**src/rtl/scp_ingress_arb.sv**
```systemverilog
// rtl/scp_ingress_arb.sv - round-robin packet arbiter feeding the SCP link
// Grants one requester per packet, forwards its bytes with one cycle latency, aborts stalled packets.
module scp_ingress_arb #(
   parameter int NREQ    = 4,
   parameter int GAP     = 2,
   parameter int TIMEOUT = 255
) (
   input  logic              Clk,
   input  logic              ARstb,
   input  logic [NREQ-1:0]   ReqValid,
   input  logic [8*NREQ-1:0] ReqData,
   input  logic [NREQ-1:0]   ReqLast,
   output logic [NREQ-1:0]   ReqReady,
   output logic              EValid,
   output logic [7:0]        ED,
   output logic [NREQ-1:0]   Grant,
   output logic              Busy,
   output logic              TimeoutErr,
   output logic [7:0]        ErrCount
);

   localparam int PW = (NREQ > 1) ? $clog2(NREQ) : 1;

   typedef enum logic [1:0] {
      IDLE   = 2'd0,
      STREAM = 2'd1,
      SPACE  = 2'd2
   } state_t;

   localparam state_t END_STATE = (GAP == 0) ? IDLE : SPACE;

   state_t          state_q, state_d;
   logic [NREQ-1:0] grant_q, grant_d;
   logic [PW-1:0]   ptr_q, ptr_d;
   logic            arm_q, arm_d;
   logic [7:0]      stall_q, stall_d;
   logic [3:0]      gap_q, gap_d;
   logic            evalid_q, evalid_d;
   logic [7:0]      ed_q, ed_d;
   logic            terr_q, terr_d;
   logic [7:0]      errcnt_q, errcnt_d;

   logic            win_found;
   logic [PW-1:0]   win_idx;
   logic [PW-1:0]   cand;
   logic            sel_valid;
   logic            sel_last;
   logic [7:0]      sel_data;
   logic            xfer;

   // Search starts one past the last granted index so every requester gets a turn.
   always_comb begin
      win_found = 1'b0;
      win_idx   = '0;
      cand      = '0;
      for (int k = 1; k <= NREQ; k++) begin
         cand = PW'((int'(ptr_q) + k) % NREQ);
         if (!win_found && ReqValid[cand]) begin
            win_found = 1'b1;
            win_idx   = cand;
         end
      end
   end

   always_comb begin
      sel_valid = |(ReqValid & grant_q);
      sel_last  = |(ReqValid & ReqLast & grant_q);
      sel_data  = '0;
      for (int i = 0; i < NREQ; i++) begin
         if (grant_q[i]) begin
            sel_data = ReqData[8*i +: 8];
         end
      end
   end

   assign xfer = (state_q == STREAM) && sel_valid;

   always_comb begin
      state_d  = state_q;
      grant_d  = grant_q;
      ptr_d    = ptr_q;
      arm_d    = 1'b1;
      stall_d  = stall_q;
      gap_d    = gap_q;
      evalid_d = 1'b0;
      ed_d     = 8'h00;
      terr_d   = 1'b0;
      errcnt_d = errcnt_q;
      case (state_q)
         IDLE: begin
            // arm_q keeps the first edge after reset release grant-free.
            if (arm_q && win_found) begin
               state_d          = STREAM;
               grant_d          = '0;
               grant_d[win_idx] = 1'b1;
               ptr_d            = win_idx;
               stall_d          = 8'd0;
            end
         end
         STREAM: begin
            if (xfer) begin
               evalid_d = 1'b1;
               ed_d     = sel_data;
               stall_d  = 8'd0;
               if (sel_last) begin
                  state_d = END_STATE;
                  grant_d = '0;
                  gap_d   = 4'd0;
               end
            end else if (stall_q == 8'(TIMEOUT)) begin
               terr_d   = 1'b1;
               errcnt_d = (errcnt_q == 8'hFF) ? errcnt_q : errcnt_q + 8'd1;
               state_d  = END_STATE;
               grant_d  = '0;
               gap_d    = 4'd0;
               stall_d  = 8'd0;
            end else begin
               stall_d = stall_q + 8'd1;
            end
         end
         SPACE: begin
            if (gap_q == 4'(GAP - 1)) begin
               state_d = IDLE;
               gap_d   = 4'd0;
            end else begin
               gap_d = gap_q + 4'd1;
            end
         end
         default: begin
            state_d = IDLE;
            grant_d = '0;
         end
      endcase
   end

   always_ff @(posedge Clk or negedge ARstb) begin
      if (!ARstb) begin
         state_q  <= IDLE;
         grant_q  <= '0;
         ptr_q    <= PW'(NREQ - 1);
         arm_q    <= 1'b0;
         stall_q  <= 8'd0;
         gap_q    <= 4'd0;
         evalid_q <= 1'b0;
         ed_q     <= 8'h00;
         terr_q   <= 1'b0;
         errcnt_q <= 8'h00;
      end else begin
         state_q  <= state_d;
         grant_q  <= grant_d;
         ptr_q    <= ptr_d;
         arm_q    <= arm_d;
         stall_q  <= stall_d;
         gap_q    <= gap_d;
         evalid_q <= evalid_d;
         ed_q     <= ed_d;
         terr_q   <= terr_d;
         errcnt_q <= errcnt_d;
      end
   end

   assign ReqReady   = (state_q == STREAM) ? grant_q : '0;
   assign Grant      = grant_q;
   assign Busy       = (state_q != IDLE);
   assign EValid     = evalid_q;
   assign ED         = ed_q;
   assign TimeoutErr = terr_q;
   assign ErrCount   = errcnt_q;

endmodule

```
**config.mk**
```make
export PLATFORM = sky130hd
export DESIGN_NAME = scp_ingress_arb
export DESIGN_NICKNAME = d
export VERILOG_FILES = /design/src/rtl/scp_ingress_arb.sv
export SDC_FILE = /design/constraint.sdc
export NUM_CORES = 1
export LEC_CHECK = 0
export CORE_MARGIN = 2
export CORE_UTILIZATION = 28
export DETAILED_ROUTE_END_ITERATION = 10
export GPL_TIMING_DRIVEN = 0
export HOLD_SLACK_MARGIN = 0.02
export SLEW_MARGIN = 20
export SYNTH_ARGS = -nofsm -noshare
export SYNTH_HDL_FRONTEND = slang
export SYNTH_SLANG_ARGS = --single-unit
```
**constraint.sdc**
```tcl
create_clock -name Clk -period 2 [get_ports Clk]
set_input_delay 0.4 -clock Clk [delete_from_list [all_inputs] [get_ports Clk]]
set_output_delay 0.4 -clock Clk [all_outputs]
set_load 0.05 [all_outputs]
```
==> results_dict.tcl <==
set metrics [dict create \
    crit_fanout 6 \
    io_buffer_count 68 \
    cp_slowest_cell "or3_4" \
    grt_setup_unrepaired "yes" \
    yosysWarnings 0 \
    synth-seq-cells 39 \
    fp.coreArea_sq_mm 0.007727 \
    yosys.cell_types.count 52 \
    worstSetupPathType "input port to register" \
    grt_pass1_vias 2114 \
    syn_area_per_cell_sq_um 9.701 \
    cts_buffers 5 \
    seq_area_frac_synth_pct 43.66 \
    power_frac_clock_pct 13.7 \
    pin_count 69 \
    drtIter0Drc 122 \
    slew_headroom_pct 45.81 \
    dp_hpwl_um 4689 \
    fin_util_pct 43.18 \
    via_per_inst 5.065 \
    p_int_mw 2.087 \
    final-hold-violation-count 0 \
    hold_class "input port to async pin" \
    drt_pass1_iterations 4 \
    pwr-share-comb_pct 59.1 \
    slew_violations 0 \
    h-tree-depth 2 \
    cts_tree "yes" \
    syn-cell-area_sq_mm 0.002241 \
    ir_drop_mv 0.4374 \
    syn_inst 231 \
    seqPwrFrac_pct 27.2 \
    drc_errors 0 \
    drive_gt1_share_pct 20.63 \
    grt-busiest-layer "met2" \
    crit_arrival_ns 2.16 \
    gr-total-overflow 0 \
    synthToLayoutAreaGrowth_pct 48.91 \
    hold_slack_ns 0.04859 \
    leakage_nw 1.359 \
    cts.path.max_buffers 2 \
    fin_area_sq_mm 0.003337 \
    synth_edf_count 0 \
    switchingPower_mw 1.719 \
    grtUsageMet3_pct 3.304 \
    initial_core_util_pct 29.00 \
    fin_nets 363 \
    use_met2_pct 23.86 \
    required_ns 2.19 \
    fin_worst_skew_ns 0.007043 \
    cts-root-buf "clkbuf_8" \
    slowest_delay_ns 0.46 \
    synthTopCellsByArea "dfrtp_1 (41%), ha_1 (3.9%), a221o_1 (3.6%)" \
    synth.top_cell.area_share_pct 41.32 \
    antenna_found_initial 0 \
    ys_async_sr_fraction_pct 100.0 \
    placed_cell_area_sq_mm 0.003093 \
    status "complete, no violations" \
    setup_viol 0 \
    fin_tns_setup_ns 0 \
    post-synth-top-count-cell "dfrtp_1" \
    synth_ff_type "dfrtp_1" \
    clk_pin_slew_ns 0.08 \
    cp_common_cell "or3_4" \
    synthTopCellsByCount "dfrtp_1 (37), nand2_1 (18), inv_1 (15)" \
    post_drt_wl_per_cell_um 15.06 \
    numClockSinks 39 \
    max_freq_mhz 506.7 \
    swShare_pct 45.17 \
    finalCritPeriodShare_pct 98.68 \
    grt_pass1_wl_um 10470 \
    r2r_start "state_q[1]" \
    end_kind "register" \
    worst_slew_pin_slew_ns 0.8024 \
    place_congestion 0.8292 \
    die_x_um 93.46 \
    drv_cap 0 \
    synth_fp_nets 280 \
    num_vias 2112 \
    n_antenna_cell 0 \
    rows 32 \
    die_h_um 93.46 \
    crit_chain "dlygate4sd2_1 -> a22o_1 -> or3_4 -> or3_4 -> mux2_4" \
    wirelength_um 6279 \
    grt.met1_usage_pct 20.27 \
    period_minus_slack_ns 1.974 \
    power_density_mw_per_mm2 1141 \
    grt_max_degree 23 \
    die_area_sq_mm 0.008735 \
    clk_latency_ns 0.29 \
    power_mw 3.806 \
    track_usage_pct 15.02 \
    ant_nets 0 \
    yosysTopAreaCell "dfrtp_1" \
    crit_start "ReqValid[2]" \
    critPathLaunchType "input port" \
]
metrics by stage:
step / std cells / setup WS [ns]
after floorplan: 231 / -0.03271
after global placement: 401 / -0.7228
after detailed placement: 402 / -0.7170
after CTS: 416 / -0.04296
after global routing: 417 / -0.04129
final: 417 / 0.02632
state kept, by name (all words and copies together) (netlist names), 2 cells and up:
register,flops
stall_q,8
Grant,4
ED,8
ErrCount,8
ptr_q,2
state_q,2
gap_q,4
cells in the final DEF (no fill, tap or decap), types with 5 or more instances in the layout:
cell type / Yosys / layout
nand3_1: 14 / 14
a21oi_1: 12 / 11
dfrtp_1: 37 / 33
o21ai_0: 7 / 5
dlygate4sd2_1: 0 / 5
nor2_1: 9 / 7
ha_1: 7 / 5
and4_1: 5 / 5
inv_1: 15 / 13
o211ai_1: 8 / 8
clkdlybuf4s50_1: 0 / 54
buf_4: 0 / 8
clkbuf_8: 0 / 5
nand4_1: 6 / 6
nand2_1: 18 / 18
a221o_1: 8 / 8
xor2_1: 6 / 6
final cells by class:
type / instances / area (sq um)
well taps: 102 / 127.6
multi-input cells: 164 / 1252
clock buffers: 5 / 68.82
flip-flops and latches: 39 / 983.4
clock inverters: 3 / 15.01
fillers: 754 / 4390
inverters: 17 / 73.82
plain buffers: 9 / 52.55
repair buffers: 78 / 763.2
worst paths after layout:
| path | slack (ns) | cells past startpoint | to |
|---|---|---|---|
| max reg2reg | 0.04 | 6 | ErrCount[1] |
| min in group Clk | 0.49 | 1 | ErrCount[5] |
| max | 0.03 | 5 | ErrCount[1] |
| min | 0.05 | 1 | ErrCount[5] |
| max in group asynchronous | 1.47 | 2 | state_q[0] |
| min reg2reg | 0.49 | 1 | ErrCount[5] |
worst max-delay path: cells and delay by family:
| kind | cells | cell delay, ns |
|---|---|---|
| multiplexers | 1 | 0.30 |
| buffers and inverters | 1 | 0.29 |
| AND/OR/NAND/NOR | 2 | 0.86 |
| AO/OA/AOI/OAI | 1 | 0.31 |
cells by family (layout without fill, tap and decap cells):
family | after synthesis | in the layout | synth area share (%)
AND/OR/NAND/NOR | 79 | 79 | 20.27
adder cells (fa/ha/maj) | 7 | 7 | 3.908
flip-flops | 39 | 39 | 43.66
other | 1 | 1 | 0.1673
AO/OA/AOI/OAI | 63 | 63 | 20.72
buffers and inverters | 28 | 112 | 5.081
multiplexers | 7 | 7 | 3.462
XOR/XNOR | 7 | 7 | 2.736
what timing repair did:
item,in CTS,in global routing
resized for setup,40,22
hold buffers,0,0
endpoints found under the setup margin,32,26
pin swaps,5,4
setup buffers,6,3
power by group through the flow:
stage                     clock, mW  sequential [mW]  combinational (mW)
after global placement            0             1.04                2.01
after detailed placement          0             1.05                2.02
after global routing          0.580             1.06                2.46
after floorplan                   0             1.19                1.28
final                         0.523             1.04                2.25
after CTS                     0.545             1.04                2.22
layer usage:
metal | wire [um] | up-vias
li1 | - | 1036
met1 | 2911 | 1028
met2 | 3035 | 43
met3 | 252 | 5
met4 | 81 | 0
met5 | 0 | -
Power figures use the tool's default switching activity.
